$ cat config.mk
export PLATFORM = sky130hd
export DESIGN_NAME = operand_fetch
export DESIGN_NICKNAME = d
export VERILOG_FILES = /design/src/rtl/mips_defs.sv /design/src/rtl/reg_file.sv /design/src/rtl/operand_fetch.sv
export SDC_FILE = /design/constraint.sdc
export NUM_CORES = 2
export LEC_CHECK = 0
export CAP_MARGIN = 40
export CORE_AREA = 2 2 442 444
export CTS_CLUSTER_DIAMETER = 30
export DETAILED_ROUTE_END_ITERATION = 12
export DIE_AREA = 0 0 444 446
export HOLD_SLACK_MARGIN = 0.15
export PLACE_DENSITY = 0.43
export RECOVER_POWER = 100
export SLEW_MARGIN = 20
export SYNTH_ARGS = -nofsm -noshare
export SYNTH_HDL_FRONTEND = slang
export SYNTH_SLANG_ARGS = --single-unit
export TNS_END_PERCENT = 1
$ cat constraint.sdc
create_clock -name clk -period 61.2 [get_ports clk]
set_input_delay 18.36 -clock clk [delete_from_list [all_inputs] [get_ports clk]]
set_output_delay 18.36 -clock clk [all_outputs]
set_load 0.05 [all_outputs]
$ cat src/rtl/mips_defs.sv
// Shared MIPS decode constants: ALU operation codes, opcode/funct values and
// the immediate extension helper used by the operand stage.
package mips_defs;

  localparam int DATA_W = 32;

  localparam logic [2:0] ALU_AND = 3'b000;
  localparam logic [2:0] ALU_OR  = 3'b001;
  localparam logic [2:0] ALU_ADD = 3'b010;
  localparam logic [2:0] ALU_SUB = 3'b110;
  localparam logic [2:0] ALU_SLT = 3'b111;

  localparam logic [5:0] OP_RTYPE = 6'h00;
  localparam logic [5:0] OP_BEQ   = 6'h04;
  localparam logic [5:0] OP_ADDI  = 6'h08;
  localparam logic [5:0] OP_ADDIU = 6'h09;
  localparam logic [5:0] OP_SLTI  = 6'h0A;
  localparam logic [5:0] OP_ANDI  = 6'h0C;
  localparam logic [5:0] OP_ORI   = 6'h0D;
  localparam logic [5:0] OP_LW    = 6'h23;
  localparam logic [5:0] OP_SW    = 6'h2B;

  localparam logic [5:0] FN_ADD  = 6'h20;
  localparam logic [5:0] FN_ADDU = 6'h21;
  localparam logic [5:0] FN_SUB  = 6'h22;
  localparam logic [5:0] FN_SUBU = 6'h23;
  localparam logic [5:0] FN_AND  = 6'h24;
  localparam logic [5:0] FN_OR   = 6'h25;
  localparam logic [5:0] FN_SLT  = 6'h2A;

  function automatic logic [31:0] ext_imm(input logic [15:0] imm, input logic sign_ext);
    logic signed [15:0] simm;
    logic signed [31:0] swide;
    simm  = imm;
    swide = 32'(simm);
    return sign_ext ? swide : {16'h0000, imm};
  endfunction

endpackage

$ cat src/rtl/reg_file.sv
// 32x32 register file, two combinational read ports and one synchronous write
// port; $0 is hardwired to zero and same-cycle writes bypass to the readers.
module reg_file
  import mips_defs::*;
#(
  parameter int DATA_W            = 32,
  parameter bit RF_CLEAR_ON_RESET = 1'b1
) (
  input  logic              clk,
  input  logic              reset,
  input  logic              we,
  input  logic [4:0]        waddr,
  input  logic [DATA_W-1:0] wdata,
  input  logic [4:0]        raddr_a,
  output logic [DATA_W-1:0] rdata_a,
  input  logic [4:0]        raddr_b,
  output logic [DATA_W-1:0] rdata_b
);

  logic [DATA_W-1:0] regs_q [32];
  logic              wr_live;

  assign wr_live = we && (waddr != 5'd0);

  generate
    if (RF_CLEAR_ON_RESET) begin : g_clr
      always_ff @(posedge clk or posedge reset) begin
        if (reset) begin
          for (int i = 0; i < 32; i++) regs_q[i] <= '0;
        end else if (wr_live) begin
          regs_q[waddr] <= wdata;
        end
      end
    end else begin : g_noclr
      always_ff @(posedge clk) begin
        if (wr_live) regs_q[waddr] <= wdata;
      end
    end
  endgenerate

  always_comb begin
    rdata_a = regs_q[raddr_a];
    if (raddr_a == 5'd0)                rdata_a = '0;
    else if (wr_live && waddr == raddr_a) rdata_a = wdata;
  end

  always_comb begin
    rdata_b = regs_q[raddr_b];
    if (raddr_b == 5'd0)                rdata_b = '0;
    else if (wr_live && waddr == raddr_b) rdata_b = wdata;
  end

endmodule

$ cat src/rtl/operand_fetch.sv
// MIPS decode/operand stage: decodes one instruction per handshake, reads rs/rt
// and registers the ALU operands and control in a single output stage.
module operand_fetch
  import mips_defs::*;
#(
  parameter int DATA_W            = 32,
  parameter bit RF_CLEAR_ON_RESET = 1'b1
) (
  input  logic              clk,
  input  logic              reset,
  input  logic              in_valid,
  output logic              in_ready,
  input  logic [31:0]       Instr,
  output logic              out_valid,
  input  logic              out_ready,
  output logic [DATA_W-1:0] In1,
  output logic [DATA_W-1:0] In2,
  output logic [2:0]        ControlSignal,
  output logic [4:0]        WriteReg,
  output logic              RegWrite,
  output logic              Illegal,
  input  logic              WbEn,
  input  logic [4:0]        WbReg,
  input  logic [DATA_W-1:0] WbData
);

  logic [5:0]        opcode, funct;
  logic [4:0]        rs, rt, rd;
  logic [DATA_W-1:0] rs_val, rt_val;
  logic [2:0]        alu_op;
  logic              use_imm, sign_ext, wr_en, illegal, dst_rd;
  logic              accept;

  logic              out_valid_q, out_valid_d;
  logic [DATA_W-1:0] in1_q, in1_d, in2_q, in2_d;
  logic [2:0]        ctrl_q, ctrl_d;
  logic [4:0]        wreg_q, wreg_d;
  logic              regwrite_q, regwrite_d, illegal_q, illegal_d;

  assign opcode = Instr[31:26];
  assign rs     = Instr[25:21];
  assign rt     = Instr[20:16];
  assign rd     = Instr[15:11];
  assign funct  = Instr[5:0];

  reg_file #(
    .DATA_W            (DATA_W),
    .RF_CLEAR_ON_RESET (RF_CLEAR_ON_RESET)
  ) u_rf (
    .clk     (clk),
    .reset   (reset),
    .we      (WbEn),
    .waddr   (WbReg),
    .wdata   (WbData),
    .raddr_a (rs),
    .rdata_a (rs_val),
    .raddr_b (rt),
    .rdata_b (rt_val)
  );

  // Unsupported encodings still flow through as R-type shaped, non-writing ADDs.
  always_comb begin
    alu_op   = ALU_ADD;
    use_imm  = 1'b0;
    sign_ext = 1'b1;
    wr_en    = 1'b0;
    illegal  = 1'b0;
    dst_rd   = 1'b0;
    unique case (opcode)
      OP_RTYPE: begin
        dst_rd = 1'b1;
        wr_en  = 1'b1;
        unique case (funct)
          FN_ADD, FN_ADDU: alu_op = ALU_ADD;
          FN_SUB, FN_SUBU: alu_op = ALU_SUB;
          FN_AND:          alu_op = ALU_AND;
          FN_OR:           alu_op = ALU_OR;
          FN_SLT:          alu_op = ALU_SLT;
          default: begin
            illegal = 1'b1;
            wr_en   = 1'b0;
          end
        endcase
      end
      OP_ADDI, OP_ADDIU, OP_LW: begin use_imm = 1'b1; wr_en = 1'b1; end
      OP_SLTI: begin alu_op = ALU_SLT; use_imm = 1'b1; wr_en = 1'b1; end
      OP_ANDI: begin alu_op = ALU_AND; use_imm = 1'b1; sign_ext = 1'b0; wr_en = 1'b1; end
      OP_ORI:  begin alu_op = ALU_OR;  use_imm = 1'b1; sign_ext = 1'b0; wr_en = 1'b1; end
      OP_SW:   use_imm = 1'b1;
      OP_BEQ:  alu_op = ALU_SUB;
      default: begin
        illegal = 1'b1;
        dst_rd  = 1'b1;
      end
    endcase
  end

  assign in_ready = !out_valid_q || out_ready;
  assign accept   = in_valid && in_ready;

  always_comb begin
    out_valid_d = out_valid_q;
    in1_d       = in1_q;
    in2_d       = in2_q;
    ctrl_d      = ctrl_q;
    wreg_d      = wreg_q;
    regwrite_d  = regwrite_q;
    illegal_d   = illegal_q;
    if (accept) begin
      out_valid_d = 1'b1;
      in1_d       = rs_val;
      in2_d       = use_imm ? ext_imm(Instr[15:0], sign_ext) : rt_val;
      ctrl_d      = alu_op;
      wreg_d      = dst_rd ? rd : rt;
      regwrite_d  = wr_en;
      illegal_d   = illegal;
    end else if (out_ready) begin
      out_valid_d = 1'b0;
    end
  end

  // Output stage boundary
  always_ff @(posedge clk or posedge reset) begin
    if (reset) begin
      out_valid_q <= 1'b0;
      in1_q       <= '0;
      in2_q       <= '0;
      ctrl_q      <= ALU_AND;
      wreg_q      <= '0;
      regwrite_q  <= 1'b0;
      illegal_q   <= 1'b0;
    end else begin
      out_valid_q <= out_valid_d;
      in1_q       <= in1_d;
      in2_q       <= in2_d;
      ctrl_q      <= ctrl_d;
      wreg_q      <= wreg_d;
      regwrite_q  <= regwrite_d;
      illegal_q   <= illegal_d;
    end
  end

  assign out_valid     = out_valid_q;
  assign In1           = in1_q;
  assign In2           = in2_q;
  assign ControlSignal = ctrl_q;
  assign WriteReg      = wreg_q;
  assign RegWrite      = regwrite_q;
  assign Illegal       = illegal_q;

endmodule
==> run metrics <==
status=complete, but fails checks; failing checks=max-capacitance violations, max-slew violations; wire length per cell=32.9 um; Synth top area share=0.477; clk sinks=1,099; RR Startpoint=out_valid; multi-input logic area=28,300 sq um; top cells by count, synth=1,099 x dfrtp_1, 1,085 x mux2_2, 386 x mux4_2; clock-pin transition on the worst setup and hold timing paths=0.05 ns; number of CTS-inserted buffers=324; WL final=230,000 um; port bufs=149; Worst-Skew Late Latency=0.91 ns; worst path arrival time=20.08 ns; Setup CP Type=primary input to output port; total congestion overflow=0; Die X=444 um; syn_area_per_cell=14.4 sq um; CTS tree=yes; final setup fails=0; vias in the first global route=41,600; total number of vias=39,300; async set-or-reset flop fraction in the synthesized netlist=1.00; final worst slack=22.76 ns; Leak Pwr=31.1 nW; largest net degree at the start of global routing=150; die area=198,000 sq um; Post-layout nets=4,266; crit-path cells=dlygate4sd3_1 -> nand2b_1 -> dlygate4sd3_1; power per cell area=42.9 nW/um^2; min cycle time layout=38.44 ns; Syn-to-layout area delta=26.1%; H-tree levels=5; RSZ-0062 raised after global routing=false; crit path to=in_ready; f_max=26.0 MHz; Seq/Total Area, Yosys=0.477; Slew @ Worst Pin=8.38 ns; DR vias/cell=5.63; worst r2r dst=In1[29]; post-DP HPWL=133,000 um; Placement Setup Slack=22.90 ns; sequential standard cell area=27,500 sq um; Sum Neg Setup Slack=0 ns; worst-path fanout max=6; Fill cells=18,300; slowest CP cell=dlygate4sd3_1; Pre-Repair DR Iteration Count=8; Yosys top cell by area=dfrtp_1; Root Buffer=clkbuf_16; global-route wire length before repair=326,000 um; Ports=150; synthesized net count=4,084; count leader, synth=dfrtp_1; register-to-register setup slack=55.98 ns; Mapped Cells=4,010; Setup crit start kind=primary input; Row Count=162; max cap viols=77; worst vdd ir=0.0196 mV; PostCTS Resize Cnt=0; top cells by area, synth=dfrtp_1 48%, mux2_2 21%, mux4_2 15%; Final Wtd Congestion=0.766; Clock Path Buffers=4; Cell Area, Synth=57,700 sq um; Layout Skew=0.0568 ns; DR iter-0 viols=2,934; Hold Crit Class=flip-flop to flip-flop; Synth cell types=63; crit end category=output port; layout cell share with drive strength beyond 1=0.480; Fin. Hold Viols=0; DRC viols=0; Tcrit/Tclk final=0.628; setup bufs post-CTS=0; initial core utilization=0.298; synth warn=0; DRT antenna net count=0; Synth Register Bits=1,099; Die H=446 um; required time of the critical path=42.84 ns; Top FF cell, synth=dfrtp_1; Slew Limit Fails=2,284; Total GRT Usage=0.230; initial antenna violation count=7; core area=194,000 sq um; crit path launch=out_ready; Crit path top cell by count=dlygate4sd3_1; critical path's largest stage delay=0.92 ns; Rel. slew slack=-4.59; Post-synth EDFFs=0; number of cells on the worst reg-to-reg path=7; cts hold-fix bufs=0; hold path start=u_rf.regs_q[1005]
==> power breakdown <==
group,internal (mW),leakage (nW),total [mW],switching [mW]
registers,0.866,14.1,0.967,0.101
logic,0.246,11.7,0.454,0.208
clock network,1.21,5.38,1.69,0.484
==> sequential cells by signal, summed over array words and instances, names as in the netlist <==
name	flops
ControlSignal	3
Illegal	1
In1	32
In2	32
RegWrite	1
WriteReg	5
out_valid	1
u_rf.regs_q	1024
==> cells by family (layout without fill, tap and decap cells) <==
kind of cell / after synthesis / count (layout) / share of synthesized area
AOI/OAI and AO/OA: 460 / 460 / 0.0633
xor gates and xnor gates: 10 / 10 / 0.00152
buffers and inverters: 469 / 886 / 0.0341
DFF: 1099 / 1099 / 0.477
muxes: 1682 / 1682 / 0.399
other: 0 / 11 / 0
and+or+nand+nor: 290 / 290 / 0.0247
==> how the worst min path moves through the flow <==
| stage | endpoint | cells past startpoint |
|---|---|---|
| after floorplan | u_rf.regs_q[1003] | 1 |
| after global placement | u_rf.regs_q[1016] | 0 |
| after detailed placement | u_rf.regs_q[995] | 0 |
| after CTS | u_rf.regs_q[995] | 0 |
| after global routing | u_rf.regs_q[999] | 0 |
| final | u_rf.regs_q[1005] | 0 |
==> metal layers <==
metal | up-vias | wire, um | track usage | part of all wire
met4 | 2 | 8710 | 0.0879 | 0.038
met1 | 21500 | 95400 | 0.289 | 0.41
met5 | - | 13 | 0 | 0.000057
met2 | 1193 | 115000 | 0.396 | 0.50
met3 | 430 | 10300 | 0.0387 | 0.045
li1 | 16100 | - | - | -
==> area by class of cell <==
class                   instances  share of cell area
well taps                    2542              0.0438
multi-input cells            2442               0.390
clock buffers                 450               0.130
diodes                         11            0.000379
repair buffers                319              0.0362
flip-flops and latches       1099               0.378
inverters                       6            0.000327
clock inverters               111              0.0216
==> per-stage QoR <==
stage | util | cells | hold slack, ns | instance area (sq um) | power, mW
floorplan | - | 4010 | 0.441 | 57700 | 1.29
global placement | 0.319 | 6362 | 0.376 | 61700 | 1.42
detailed placement | 0.323 | 6403 | 0.383 | 62600 | 1.43
CTS | 0.380 | 6964 | 0.393 | 73600 | 3.15
global route | 0.375 | 6980 | 0.405 | 72700 | 3.23
finish | 0.375 | 6980 | 0.392 | 72700 | 3.12
==> layout by cell type, fill, tap and decap left out, drive strengths merged, types with 4 or more instances in the layout <==
cell           instances
mux2i                210
mux4                 386
o22ai                 32
a22o                  53
a221oi                47
dfrtp               1099
o221ai                55
nand2                 90
dlygate4sd3           85
a211oi                48
a21oi                 34
o221a                  9
a221o                 31
a2111oi               17
and3b                  4
buf                  101
bufinv                37
o211ai                21
nand4                 31
inv                    9
clkinvlp              22
xnor2                  8
nand3                 45
diode                 11
o21ai                  9
clkinv                49
nand3b                 6
clkdlybuf4s50         48
a31oi                 34
nand2b                 4
o2111ai                6
nor3b                  6
nor3                  21
a22oi                 27
mux2                1086
or3b                   5
nor2                  56
nor2b                  6
a211o                 21
clkbuf               535
==> worst max-delay path: cells and delay by family <==
kind	cells	cell delay [ns]
buffers and inverters	2	1.46
AND/OR/NAND/NOR	1	0.26
(Power assumes the default switching activity.)
